**src/rtl/rau_alloc_ctrl.sv**
```systemverilog
// Warp-slot allocation controller: tracks HW warp occupancy, serialises RAU
// allocate/deallocate commands (exits before launches) and pulses the scheduler.
module rau_alloc_ctrl #(
  parameter int NUM_WARPS = 8,
  parameter int SW_W      = 8,
  parameter int AVAIL_W   = 5,
  parameter int TIMEOUT   = 64
) (
  input  logic                 clk,
  input  logic                 rst,
  input  logic                 launch_valid,
  output logic                 launch_ready,
  input  logic [SW_W-1:0]      launch_sw_warp,
  input  logic [2:0]           launch_nreq,
  input  logic                 exit_valid,
  input  logic [2:0]           exit_warp,
  output logic                 allo_en,
  output logic [2:0]           allo_nreq,
  output logic [2:0]           allo_hw_warp,
  output logic [SW_W-1:0]      allo_sw_warp,
  output logic                 dealloc_en,
  output logic [2:0]           dealloc_warp,
  input  logic                 req_done,
  input  logic [AVAIL_W-1:0]   available,
  output logic                 start_valid,
  output logic [2:0]           start_hw_warp,
  output logic [SW_W-1:0]      start_sw_warp,
  output logic [NUM_WARPS-1:0] busy_mask,
  output logic                 err_timeout,
  output logic                 err_bad_exit
);

  localparam int CNT_W = $clog2(TIMEOUT);

  typedef enum logic [2:0] {
    S_IDLE,
    S_DEALLO,
    S_ALLO,
    S_WAIT,
    S_SETTLE
  } state_t;

  state_t                 state_q, state_d;
  logic [NUM_WARPS-1:0]   busy_q, busy_d;
  logic [NUM_WARPS-1:0]   pend_q, pend_d;
  logic [CNT_W-1:0]       cnt_q, cnt_d;
  logic [2:0]             nreq_q, nreq_d;
  logic [2:0]             hw_q, hw_d;
  logic [SW_W-1:0]        sw_q, sw_d;
  logic [2:0]             dwarp_q, dwarp_d;
  logic                   sv_q, sv_d;
  logic [2:0]             shw_q, shw_d;
  logic [SW_W-1:0]        ssw_q, ssw_d;
  logic                   eto_q, eto_d;
  logic                   ebe_q, ebe_d;

  logic [3:0]             need;
  logic                   regs_ok;
  logic                   free_found;
  logic [2:0]             free_idx;
  logic [2:0]             pend_idx;
  logic                   exit_hit;

  // Odd requests round up to the next even register count.
  assign need     = {1'b0, launch_nreq} + {3'b000, launch_nreq[0]};
  assign regs_ok  = ({{AVAIL_W{1'b0}}, need} <= {4'b0000, available});
  assign exit_hit = exit_valid && busy_q[exit_warp];

  always_comb begin
    free_found = 1'b0;
    free_idx   = '0;
    pend_idx   = '0;
    for (int i = NUM_WARPS - 1; i >= 0; i--) begin
      if (!busy_q[i]) begin
        free_found = 1'b1;
        free_idx   = 3'(i);
      end
      if (pend_q[i]) begin
        pend_idx = 3'(i);
      end
    end
  end

  always_comb begin
    state_d      = state_q;
    busy_d       = busy_q;
    pend_d       = pend_q;
    cnt_d        = cnt_q;
    nreq_d       = nreq_q;
    hw_d         = hw_q;
    sw_d         = sw_q;
    dwarp_d      = dwarp_q;
    sv_d         = 1'b0;
    shw_d        = shw_q;
    ssw_d        = ssw_q;
    eto_d        = eto_q;
    ebe_d        = ebe_q;
    launch_ready = 1'b0;
    allo_en      = 1'b0;
    dealloc_en   = 1'b0;

    if (exit_valid) begin
      if (busy_q[exit_warp]) pend_d[exit_warp] = 1'b1;
      else                   ebe_d             = 1'b1;
    end

    case (state_q)
      S_IDLE: begin
        if (pend_q != '0) begin
          dwarp_d = pend_idx;
          state_d = S_DEALLO;
        end else if (!rst && !exit_hit && launch_valid && free_found && regs_ok) begin
          // An exit captured this cycle pre-empts the launch.
          launch_ready = 1'b1;
          nreq_d       = launch_nreq;
          hw_d         = free_idx;
          sw_d         = launch_sw_warp;
          state_d      = S_ALLO;
        end
      end
      S_DEALLO: begin
        dealloc_en      = 1'b1;
        busy_d[dwarp_q] = 1'b0;
        pend_d[dwarp_q] = 1'b0;
        state_d         = S_SETTLE;
      end
      S_ALLO: begin
        allo_en      = 1'b1;
        busy_d[hw_q] = 1'b1;
        cnt_d        = '0;
        state_d      = S_WAIT;
      end
      S_WAIT: begin
        if (req_done) begin
          sv_d    = 1'b1;
          shw_d   = hw_q;
          ssw_d   = sw_q;
          state_d = S_SETTLE;
        end else if (cnt_q == CNT_W'(TIMEOUT - 1)) begin
          eto_d        = 1'b1;
          busy_d[hw_q] = 1'b0;
          state_d      = S_SETTLE;
        end else begin
          cnt_d = cnt_q + 1'b1;
        end
      end
      S_SETTLE: state_d = S_IDLE;
      default:  state_d = S_IDLE;
    endcase
  end

  always_ff @(posedge clk) begin
    if (rst) begin
      state_q <= S_IDLE;
      busy_q  <= '0;
      pend_q  <= '0;
      cnt_q   <= '0;
      nreq_q  <= '0;
      hw_q    <= '0;
      sw_q    <= '0;
      dwarp_q <= '0;
      sv_q    <= 1'b0;
      shw_q   <= '0;
      ssw_q   <= '0;
      eto_q   <= 1'b0;
      ebe_q   <= 1'b0;
    end else begin
      state_q <= state_d;
      busy_q  <= busy_d;
      pend_q  <= pend_d;
      cnt_q   <= cnt_d;
      nreq_q  <= nreq_d;
      hw_q    <= hw_d;
      sw_q    <= sw_d;
      dwarp_q <= dwarp_d;
      sv_q    <= sv_d;
      shw_q   <= shw_d;
      ssw_q   <= ssw_d;
      eto_q   <= eto_d;
      ebe_q   <= ebe_d;
    end
  end

  assign allo_nreq     = nreq_q;
  assign allo_hw_warp  = hw_q;
  assign allo_sw_warp  = sw_q;
  assign dealloc_warp  = dwarp_q;
  assign start_valid   = sv_q;
  assign start_hw_warp = shw_q;
  assign start_sw_warp = ssw_q;
  assign busy_mask     = busy_q;
  assign err_timeout   = eto_q;
  assign err_bad_exit  = ebe_q;

endmodule

```
**config.mk**
```make
export PLATFORM = sky130hd
export DESIGN_NAME = rau_alloc_ctrl
export DESIGN_NICKNAME = d
export VERILOG_FILES = /design/src/rtl/rau_alloc_ctrl.sv
export SDC_FILE = /design/constraint.sdc
export NUM_CORES = 1
export LEC_CHECK = 0
export BUFFER_PORTS_ARGS = -buffer_cell sky130_fd_sc_hd__clkbuf_2
export CAP_MARGIN = 40
export CORE_ASPECT_RATIO = 0.7
export CORE_MARGIN = 4
export CORE_UTILIZATION = 54
export CTS_CLUSTER_SIZE = 16
export DETAILED_ROUTE_END_ITERATION = 12
export MAX_ROUTING_LAYER = met4
export PLACE_DENSITY = 0.81
export SETUP_SLACK_MARGIN = 0.1
export SLEW_MARGIN = 15
export SYNTH_ARGS = -nofsm -noshare
export SYNTH_HDL_FRONTEND = slang
export SYNTH_SLANG_ARGS = --single-unit
```
**constraint.sdc**
```tcl
create_clock -name clk -period 3.65 [get_ports clk]
set_input_delay 0.1825 -clock clk [delete_from_list [all_inputs] [get_ports clk]]
set_output_delay 0.1825 -clock clk [all_outputs]
set_load 0.05 [all_outputs]
```
* After elaboration in Yosys (flattened, before gate mapping) *
Cells that the tools add are included.
Widths: inputs -> output; s select.

operators by class
  $add $sub $neg = 2
  magnitude comparators = 7
  equality and inequality tests = 9
  multiplexer cells = 52
  bitwise logic cells = 11
  reduce and logical (&&, ||, !) cells = 23

operators with widths
  operator             number
  $mux 3               20
  $mux 8               5
  $and 8x8->8          3
  $pmux 8 s3           1
  $mux 1               18
  $not 8->8            2
  $or 8x8->8           2
  $lt 3x4->1 const B   3
  $mux 6               2
  $pmux 3 s4           1
  $pmux 6 s2           1
  $reduce_and 3->1     4
  $demux 1 s3          3
  $ge 3x1->1 const B   3
  $logic_and 1x1->1    8
  $reduce_and 2->1     4
  $reduce_bool 8->1    1
  $add 6x1->6 const B  1
  $eq 3x2->1 const B   2
  $eq 6x6->1 const B   1
  $ne 2x2->1 const B   3
  $ne 3x3->1 const B   2
  $le 4x5->1           1
  $add 3x1->4          1
  8 further kinds      12

word-level totals
  register bits = 56
  input bits = 24
  output and inout bits = 42
  word-level logic and storage cells = 117

* Longest topological paths before layout *
  depth after elaboration = 13
  depth in mapped cells = 9
  depth with buffers taken out = 8

* Worst setup path before layout *
Ideal clock, no wire load.

  path type = register to register
  from = reg busy_q[4] (netlist: busy_mask[4])
  to = reg hw_q[2] (netlist: allo_hw_warp[2])
  setup time = 159 ps
  arrival = 2,230 ps
  required time = 3,491 ps
  path slack = 1,261 ps
  cell stages (with the launch flop) = 6
  buffers on the path = 0
  clock period less this slack = 2,389 ps
  path through = dfxtp_1 > mux2_2 > or3_4 > and4_4 > nor2_1 > o21ai_0

between the ends
  word-level cells in the longest chain between the ends = 9
  elaborated cells on any way between the ends = 19
  those cells by class = 12 x mux; 7 x reduce/logical

ends and longest elaborated chain
  item                               RTL line  RTL
  from (decl)                        44        logic [NUM_WARPS-1:0] busy_q, busy_d;
  from (signal assigned)             169       busy_q <= busy_d;
  $bmux 1 s3                         67        assign exit_hit = exit_valid && busy_q[exit_warp];
  $mux 1 (implied by the code)       67
  $logic_and 1x1->1                  67
  $logic_not 1->1                    112       end else if (!rst && !exit_hit && launch_valid && free_found && regs_ok) begin
  $logic_and 1x1->1 (4 in series)    112
  $reduce_and 3->1 (no source line)  n/a
  to (signal assigned)               173       hw_q <= hw_d;
  to (decl)                          48        logic [2:0] hw_q, hw_d;

Parallel ways exist; a longest one is shown, timed or not. The select of a mux whose other input is x is not followed.
A chain may end at the register's enable or synchronous reset.

* Worst setup path in the final report *
  from = reg pend_q[3]
  to = out launch_ready

between the ends
  word-level cells in the longest chain between the ends = 3

ends and longest elaborated chain
  item                    RTL line  RTL
  from (decl)             45        logic [NUM_WARPS-1:0] pend_q, pend_d;
  from (signal assigned)  170       pend_q <= pend_d;
  $reduce_bool 8->1       109       if (pend_q != '0) begin
  $mux 1                  109
  $mux 1                  107       case (state_q)
  to (decl)               12        output logic launch_ready,

Every way passes these cells.

==> qor.txt <==
CTS Buf Count -> 5
Slew HR -> 49.9%
first-pass iteration count of the detailed router -> 5
Arr. time, crit path -> 2.30 ns
row cnt -> 21
fin crit share -> 68.0%
Routed Antenna Nets -> 0
core footprint -> 4830 um2
CTS max path bufs -> 2
Power Density -> 442 nW/um2
H-tree depth -> 2
Final Hold Vio Count -> 0
diode count -> 0
area of the mapped netlist -> 2730 um2
DP Worst Slack -> 1.21 ns
CTS resizes -> 0
layer with the highest usage -> met2
Syn Nets -> 359
sequential cell area -> 1120 um2
Cells after Synth -> 330
Overflow after GRT -> 0
crit end category -> output pin
Starting DRT DRC Count -> 297
GRT met1 Usage -> 34.9%
share of flip-flops with an asynchronous set or reset -> 0%
Final WS setup -> 1.17 ns
fmax -> 403 MHz
grt met2 use -> 35.1%
Avg Inst Size Synth -> 8.26 um2
top cell type's share of synthesized area -> 41.1%
Vias/cell -> 5.92
final slew viol count -> 0
cell taking the most area after synthesis -> dfxtp_1
met3 usage -> 4.34%
crit start category -> flop
top-count cell post-synth -> dfxtp_1
Initial Util -> 56.4%
Die Area -> 6270 um2
IO Port Bufs -> 65
Top FF cell, synth -> dfxtp_1
CTS tree -> built
pin count of the biggest net entering global routing -> 53
initial antenna violation count -> 0
number of flops mapped to enable cells by yosys -> 0
IO Pins -> 66
Slowest-stage cell, CP -> or4_4
kind of critical path -> flop to output pin
PnR Total Power -> 1410 uW
first-pass GRT wire length -> 11900 um
Syn. warnings -> 0
total wire length -> 7000 um
Layout Skew -> 0.00982 ns
worst skew pair latency -> 0.31 ns
CP peak stage delay -> 0.60 ns
Slew @ Worst Pin -> 0.744 ns
CTS Hold Bufs -> 0
post-route DRC violation count -> 0
RSZ-0062 raised after global routing -> false
Setup Viol. Count Final -> 0
vias in the first global route -> 2506
top post-synthesis cells by area -> dfxtp_1, a21oi_1, nand2_1, o21ai_0, a211oi_1
fill count -> 446
Nets -> 414
Multi-input gate area -> 1440 um2
DR WL/cell -> 15.4 um
post-DP HPWL -> 5050 um
area grow syn2layout -> 17.2%
Die X -> 92.9 um
Setup Fix Bufs, Post-CTS -> 0
status -> finished, final reports clean
Max Cap Violations -> 0
cell area after layout -> 3190 um2
share of layout cells above drive strength 1 -> 22.8%
CP max FO -> 15
register area share after synthesis -> 41.1%
Seq cells post-synth -> 56
peak supply drop -> 0.254 mV
Worst-path clk slew -> 0.10 ns
CTS Sinks -> 56
Die Y -> 67.4 um
dpl cell area -> 3030 um2
worst hold path class -> input port to flop
Synth cell types -> 50
via count -> 2693
Static Leak -> 0.00125 uW
final core utilization -> 66.0%
Worst Path Required -> 3.47 ns
Period minus WS final -> 2.48 ns
root buffer cell -> clkbuf_8
most frequent cells after synthesis -> dfxtp_1, a21oi_1, nand2_1
Cell Chain, Critical Path -> or4_4 > nor3_4 > nand3_2 > nor2_1 > clkbuf_2
GRT Total Usage -> 24.0%
gpl congestion -> 0.920
Setup TNS -> 0 ns
==> cell type report <==
cell class	count	share of cell area, %
Multi-Input combinational cell	241	45.0
Clock buffer	5	2.16
Tap cell	69	2.70
Sequential cell	56	35.1
Inverter	15	1.76
Clock inverter	3	2.82
Timing Repair Buffer	66	10.4
==> cell families after synthesis <==
logic type	after synthesis	synth area share, %
xor gates and xnor gates	5	1.61
AOI/OAI and AO/OA	107	24.2
muxes	3	1.15
buffers and inverters	33	6.11
DFF	56	41.1
and+or+nand+nor	121	23.5
adders and majority gates	5	2.30
==> layer usage <==
layer	up-vias	share of wire (%)	wire length [um]
met3	6	8.2	573
met5	-	0	0
met2	121	44	3060
li1	1313	-	-
met4	0	0.60	42
met1	1253	48	3330
==> flip-flops by register name, indices dropped and copies added (netlist names), 3 cells and up <==
name and flops:
allo_hw_warp 3, cnt_q 6, dealloc_warp 3, state_q 3, busy_mask 8, start_sw_warp 8
start_hw_warp 3, allo_sw_warp 8, allo_nreq 3, pend_q 8
==> worst paths after layout <==
check | startpoint | end | cells past startpoint | slack, ns
min | launch_sw_warp[3] | allo_sw_warp[3]$_SDFFE_PP0P_ | 3 | 0.10
min reg2reg | start_hw_warp[1]$_SDFFE_PP0P_ | start_hw_warp[1]$_SDFFE_PP0P_ | 2 | 0.46
max reg2reg | pend_q[3]$_SDFF_PP0_ | allo_hw_warp[1]$_SDFFE_PP0P_ | 5 | 1.42
max | pend_q[3]$_SDFF_PP0_ | launch_ready | 5 | 1.17
==> cell usage in the layout, fill, tap and decap left out, types with 2 or more instances in the layout <==
cell       count
ha_1           5
bufinv_16      3
nand4_1        3
nand3_1       17
inv_1         15
a22oi_1        4
clkbuf_2      65
dfxtp_1       56
a21oi_1       41
o21bai_1       2
xor2_1         5
a31oi_1        6
and3_1         4
a211oi_1      13
a311oi_1       3
nand2_1       31
nor2b_1       11
nor2_1        25
or4_4          2
o2111ai_1      4
or4_1          2
nor3_1         9
clkbuf_8       5
mux2i_1        2
nand2b_1       3
and2_1         2
o22ai_1        3
a41oi_1        4
o21ai_0       21
==> where the power goes <==
group | leakage [uW] | switching (uW) | internal [uW]
clock | 0.0000784 | 201 | 343
sequential | 0.000453 | 20.2 | 627
combinational | 0.000715 | 155 | 65.7
==> critical path, delay by kind of cell (launching register included) <==
| family | cells | cell delay (ns) |
|---|---|---|
| AND/OR/NAND/NOR | 4 | 1.35 |
| buffers and inverters | 1 | 0.31 |
| flip-flops | 1 | 0.35 |
==> metrics by stage <==
step | hold WS (ns) | cells
3_5_place_dp | 0.426 | 447
2_1_floorplan | 0.323 | 330
4_1_cts | 0.0989 | 455
6_report | 0.102 | 455
3_3_place_gp | 0.425 | 447
5_1_grt | 0.106 | 455
Note: power is estimated with default switching activity, not from simulation.
